[src/rtl/min_max_frame_ctrl_pkg.sv]
`default_nettype none
// ============================================================================
// min_max_pkg : shared state encoding and default sizing for min_max_frame_ctrl
// Revision    : 1.0
// ============================================================================
package min_max_pkg;

  localparam int DEF_DATA_W    = 4;
  localparam int DEF_FRAME_LEN = 8;

  typedef enum logic [2:0] {
    IDLE    = 3'd0,
    WAIT_IN = 3'd1,
    CMP_MIN = 3'd2,
    CMP_MAX = 3'd3,
    DONE    = 3'd4
  } state_e;

endpackage
`default_nettype wire

[src/rtl/min_max_frame_ctrl_mag_comp.sv]
`default_nettype none
// ============================================================================
// mag_comp : unsigned combinational magnitude comparator
// Revision : 1.0
// ============================================================================
module mag_comp #(
  parameter int DATA_W = 4
) (
  input  logic [DATA_W-1:0] a_i,
  input  logic [DATA_W-1:0] b_i,
  output logic              a_less_b_o,
  output logic              a_great_b_o,
  output logic              a_equal_b_o
);

  assign a_less_b_o  = (a_i <  b_i);
  assign a_great_b_o = (a_i >  b_i);
  assign a_equal_b_o = (a_i == b_i);

endmodule
`default_nettype wire

[src/rtl/min_max_frame_ctrl.sv]
`default_nettype none
// ============================================================================
// min_max_frame_ctrl : frame min/max with first-occurrence indices, one shared comparator
// Revision           : 1.0
// ============================================================================
module min_max_frame_ctrl
  import min_max_pkg::*;
#(
  parameter  int DATA_W    = DEF_DATA_W,
  parameter  int FRAME_LEN = DEF_FRAME_LEN,
  localparam int IDX_W     = $clog2(FRAME_LEN)
) (
  input  logic              clk,
  input  logic              rst,
  input  logic              start,
  input  logic              flush,
  input  logic              in_valid,
  input  logic [DATA_W-1:0] in_data,
  output logic              in_ready,
  output logic              out_valid,
  input  logic              out_ready,
  output logic [DATA_W-1:0] out_min,
  output logic [DATA_W-1:0] out_max,
  output logic [IDX_W-1:0]  out_min_idx,
  output logic [IDX_W-1:0]  out_max_idx,
  output logic              busy
);

  localparam logic [IDX_W:0] C_LAST = (IDX_W+1)'(FRAME_LEN - 1);

  state_e              state_q;
  logic [IDX_W:0]      cnt_q;
  logic [DATA_W-1:0]   sample_q;
  logic [IDX_W-1:0]    idx_q;
  logic [DATA_W-1:0]   min_q;
  logic [DATA_W-1:0]   max_q;
  logic [IDX_W-1:0]    min_idx_q;
  logic [IDX_W-1:0]    max_idx_q;
  logic                in_ready_q;
  logic                out_valid_q;
  logic                busy_q;

  logic [DATA_W-1:0]   w_cmp_b;
  logic                w_lt;
  logic                w_gt;
  logic                w_eq;
  logic                w_min_upd;
  logic                w_max_upd;

  // One comparator serves both passes; the FSM state selects the reference.
  assign w_cmp_b = (state_q == CMP_MAX) ? max_q : min_q;

  mag_comp #(.DATA_W(DATA_W)) u_cmp (
    .a_i         (sample_q),
    .b_i         (w_cmp_b),
    .a_less_b_o  (w_lt),
    .a_great_b_o (w_gt),
    .a_equal_b_o (w_eq)
  );

  // Ties must never move min/max so the earliest index is kept.
  assign w_min_upd = w_lt & ~w_eq;
  assign w_max_upd = w_gt & ~w_eq;

  assign in_ready    = in_ready_q & ~flush;
  assign out_valid   = out_valid_q;
  assign busy        = busy_q;
  assign out_min     = min_q;
  assign out_max     = max_q;
  assign out_min_idx = min_idx_q;
  assign out_max_idx = max_idx_q;

  always_ff @(posedge clk or posedge rst) begin
    if (rst) begin
      state_q     <= IDLE;
      cnt_q       <= '0;
      sample_q    <= '0;
      idx_q       <= '0;
      min_q       <= '0;
      max_q       <= '0;
      min_idx_q   <= '0;
      max_idx_q   <= '0;
      in_ready_q  <= 1'b0;
      out_valid_q <= 1'b0;
      busy_q      <= 1'b0;
    end else if (flush) begin
      state_q     <= IDLE;
      in_ready_q  <= 1'b0;
      out_valid_q <= 1'b0;
      busy_q      <= 1'b0;
    end else begin
      case (state_q)
        IDLE: begin
          if (start) begin
            state_q    <= WAIT_IN;
            cnt_q      <= '0;
            in_ready_q <= 1'b1;
            busy_q     <= 1'b1;
          end
        end
        WAIT_IN: begin
          if (in_valid && in_ready_q) begin
            if (cnt_q == '0) begin
              min_q     <= in_data;
              max_q     <= in_data;
              min_idx_q <= '0;
              max_idx_q <= '0;
              cnt_q     <= cnt_q + 1'b1;
            end else begin
              sample_q   <= in_data;
              idx_q      <= cnt_q[IDX_W-1:0];
              in_ready_q <= 1'b0;
              state_q    <= CMP_MIN;
            end
          end
        end
        CMP_MIN: begin
          if (w_min_upd) begin
            min_q     <= sample_q;
            min_idx_q <= idx_q;
          end
          state_q <= CMP_MAX;
        end
        CMP_MAX: begin
          if (w_max_upd) begin
            max_q     <= sample_q;
            max_idx_q <= idx_q;
          end
          cnt_q <= cnt_q + 1'b1;
          if (cnt_q == C_LAST) begin
            state_q     <= DONE;
            out_valid_q <= 1'b1;
          end else begin
            state_q    <= WAIT_IN;
            in_ready_q <= 1'b1;
          end
        end
        DONE: begin
          if (out_ready) begin
            state_q     <= IDLE;
            out_valid_q <= 1'b0;
            busy_q      <= 1'b0;
          end
        end
        default: begin
          state_q     <= IDLE;
          in_ready_q  <= 1'b0;
          out_valid_q <= 1'b0;
          busy_q      <= 1'b0;
        end
      endcase
    end
  end

endmodule
`default_nettype wire

[config.mk]
export PLATFORM = sky130hd
export DESIGN_NAME = min_max_frame_ctrl
export DESIGN_NICKNAME = d
export VERILOG_FILES = /design/src/rtl/min_max_frame_ctrl_pkg.sv /design/src/rtl/min_max_frame_ctrl_mag_comp.sv /design/src/rtl/min_max_frame_ctrl.sv
export SDC_FILE = /design/constraint.sdc
export NUM_CORES = 1
export LEC_CHECK = 0
export CAP_MARGIN = 20
export CORE_UTILIZATION = 35
export CTS_BUF_LIST = sky130_fd_sc_hd__clkbuf_2
export CTS_CLUSTER_SIZE = 28
export DETAILED_ROUTE_END_ITERATION = 8
export PLACE_DENSITY_LB_ADDON = 0.15
export RECOVER_POWER = 50
export SYNTH_ARGS = -nofsm -noshare
export SYNTH_HDL_FRONTEND = slang
export SYNTH_SLANG_ARGS = --single-unit
[constraint.sdc]
create_clock -name clk -period 3.2 [get_ports clk]
set_input_delay 0.48 -clock clk [delete_from_list [all_inputs] [get_ports clk]]
set_output_delay 0.48 -clock clk [all_outputs]
set_load 0.02 [all_outputs]
==> impl_metrics.yaml <==
setup_path:
  cp.arrival_ps: 3120
  crit_path_end_kind: "flop"
  critPathKind: "reg2reg"
  crit_required_ps: 3480
  cp-start-kind: "flop"
  critPathMaxFanout: 10
global_route:
  grt_pass1_wl_mm: 6.62
  antenna_found_initial: 0
  gr-total-overflow: 0
  grt_max_degree: 32
  grt.total_usage: 0.170
  first_global_vias: 1332
floorplan:
  io_pins: 27
  die_area_um2: 5170
  initial_core_util: 0.362
  die_x_um: 71.9
  placement_rows: 25
  fp.dieH_um: 71.9
  coreArea_um2: 4720
run_status:
  violations: "capacitance limit, slew limit"
  status: "finished with violations"
cts:
  cts_tree: "done"
  ctsResizeCount: 0
  htreeDepth: 2
  post_cts_buffers: 0
  hold_buffers: 0
  root_buffer: "clkbuf_2"
  clk_pin_slew_ps: 170
  clock_sinks: 31
  cts_made_buffers: 5
  cts.path.max_buffers: 2
  insertion_delay_ps: 370
sta:
  worst_slack_ps: 360
  fmax_mhz: 352
  worst_pin_slew_ps: 1660
  layout_min_cycle_time_ps: 2840
  tns_ps: 0
  min_period_over_period: 0.887
  skew_ps: 8.86
  finalMaxSlewViolations: 32
  hold_viol_final: 0
  setup_viol: 0
  slew_headroom: -0.109
  rsz0062_at_grt: "no"
detailed_routing:
  drt_drc_violations_left: 0
  finalWirelength_mm: 3.92
  drt_first_pass_iters: 4
  wire_per_inst_um: 15.3
  vias: 1330
  ant_nets: 0
  via_per_inst: 5.18
  drtIter0Drc: 46
synthesis:
  synth_cell_types: 42
  avgSynthCellArea_um2: 11.2
  yosys.area.top_type: "dfrtp_1"
  yosysWarnings: 0
  synth-edff-count: 0
  syn_area_um2: 1710
  synthCells: 153
  yosysSeqAreaShare: 0.453
  ys_seq_elements: 31
  netlist.area_leader.share: 0.453
  async_flop_share: 1.00
  synth_area_leaders: "dfrtp_1 (45%), mux2_2 (13%), ha_1 (4.4%)"
  synth_ff_type: "dfrtp_1"
  syn_nets: 169
place:
  preCtsSetupSlack_ps: 390
  place_congestion: 0.793
  dpl_cell_area_um2: 2080
  numPortBuffers: 26
  dp_hpwl_mm: 2.92
layout:
  syn_to_final_growth_pct: 24.9
  fin_util: 0.452
  drive_gt1_frac: 0.216
  num_antenna_cells: 0
  stdcell_area_um2: 2140
  fin_nets: 205
flow_run:
  cap_violations: 1
power_and_ir_drop:
  power_mw: 1.33
  peakVddDrop_mv: 0.193
  power_leakage_nw: 0.957
  powerDensity_nw_per_um2: 621
min_path:
  min-delay-path-class: "reg2reg"
synth_stat cells (2+ instances only):
cell type,n
dfrtp_1,31
mux2_2,19
nand2_1,12
nor2_1,12
inv_1,7
a21oi_1,6
ha_1,6
o21ai_0,6
o22a_1,5
a22o_1,4
mux2i_1,4
and3_1,3
nand3_1,3
nor2b_1,3
o22a_2,3
nand4_1,2
nor3_1,2
cells by family (layout without fill, tap and decap cells):
group,count (synthesis),in the layout,share of synthesized area
buffers and inverters,10,47,0.0270
XOR/XNOR,1,1,0.00512
AND/OR/NAND/NOR,47,47,0.158
multiplexers,23,23,0.148
flip-flops,31,31,0.453
AO/OA/AOI/OAI,35,35,0.164
adder cells (fa/ha/maj),6,6,0.0439
state kept, by name, summed over array words and instances (netlist names):
signal and count:
busy 1, cnt_q 4, idx_q 3, in_ready_q 1, out_max 4, out_max_idx 3, out_min 4, out_min_idx 3
out_valid 1, sample_q 4, state_q 3
layout by cell type (no fill, tap or decap), drive strengths merged, types with 2 or more instances in the layout:
| cell type | count |
|---|---|
| nor4 | 2 |
| ha | 6 |
| nor2b | 3 |
| nor2 | 12 |
| nand4 | 2 |
| clkdlybuf4s50 | 22 |
| o21ai | 6 |
| dlygate4sd3 | 4 |
| buf | 4 |
| and3 | 3 |
| clkinv | 2 |
| a21oi | 7 |
| or3b | 3 |
| a22o | 4 |
| o22a | 8 |
| nand3 | 3 |
| mux2 | 19 |
| nand2 | 12 |
| clkbuf | 7 |
| inv | 7 |
| nor3 | 2 |
| mux2i | 4 |
| dfrtp | 31 |
final cells by class:
class | count | area, µm²
Sequential cell | 31 | 776
Inverter | 7 | 26.3
Clock buffer | 5 | 25.0
Clock inverter | 3 | 38.8
Tap cell | 67 | 83.8
Timing Repair Buffer | 32 | 298
Multi-Input combinational cell | 112 | 890
Fill cell | 441 | 2590
layer usage:
layer / share of wire / track usage / up-vias
met2: 0.48 / 0.279 / 21
met5: 0 / 0 / -
li1: - / - / 640
met3: 0.033 / 0.0417 / 9
met1: 0.46 / 0.214 / 660
met4: 0.020 / 0.0719 / 0
final timing paths:
kind / start / to / slack (ps) / depth (start not counted)
worst max-delay path: state_q[0]$_DFFE_PP0P_ / out_max_idx[0]$_DFFE_PP0P_ / 360 / 10
worst min-delay path: out_min_idx[2]$_DFFE_PP0P_ / out_min_idx[2]$_DFFE_PP0P_ / 520 / 1
worst max register to register: state_q[0]$_DFFE_PP0P_ / out_max_idx[0]$_DFFE_PP0P_ / 360 / 10
worst min register to register: out_min_idx[2]$_DFFE_PP0P_ / out_min_idx[2]$_DFFE_PP0P_ / 520 / 1
max in group asynchronous: rst / state_q[2]$_DFFE_PP0P_ / 1140 / 3
min in group asynchronous: rst / out_max_idx[0]$_DFFE_PP0P_ / 1100 / 3
stage by stage:
step                      hold slack [ps]  instances
after detailed placement              492        249
final                                 522        257
after global routing                  537        257
after CTS                             451        257
after global placement                494        249
after floorplan                       476        153
power by group:
| group | internal (mW) | total, mW | switching (mW) |
|---|---|---|---|
| logic | 0.255 | 0.503 | 0.249 |
| registers | 0.473 | 0.555 | 0.0820 |
| clock network | 0.129 | 0.270 | 0.141 |
| total | 0.856 | 1.33 | 0.472 |
worst max-delay path, cell delays in order, from the launching register on:
cell and delay, ps:
dfrtp_1 530, inv_1 90, nor2_1 170, nand2_1 230, mux2i_1 180, ha_1 290
nor2b_1 130, o211ai_1 230, nand2_1 100, a41oi_2 410, mux2_2 390
(Power assumes the default switching activity.)
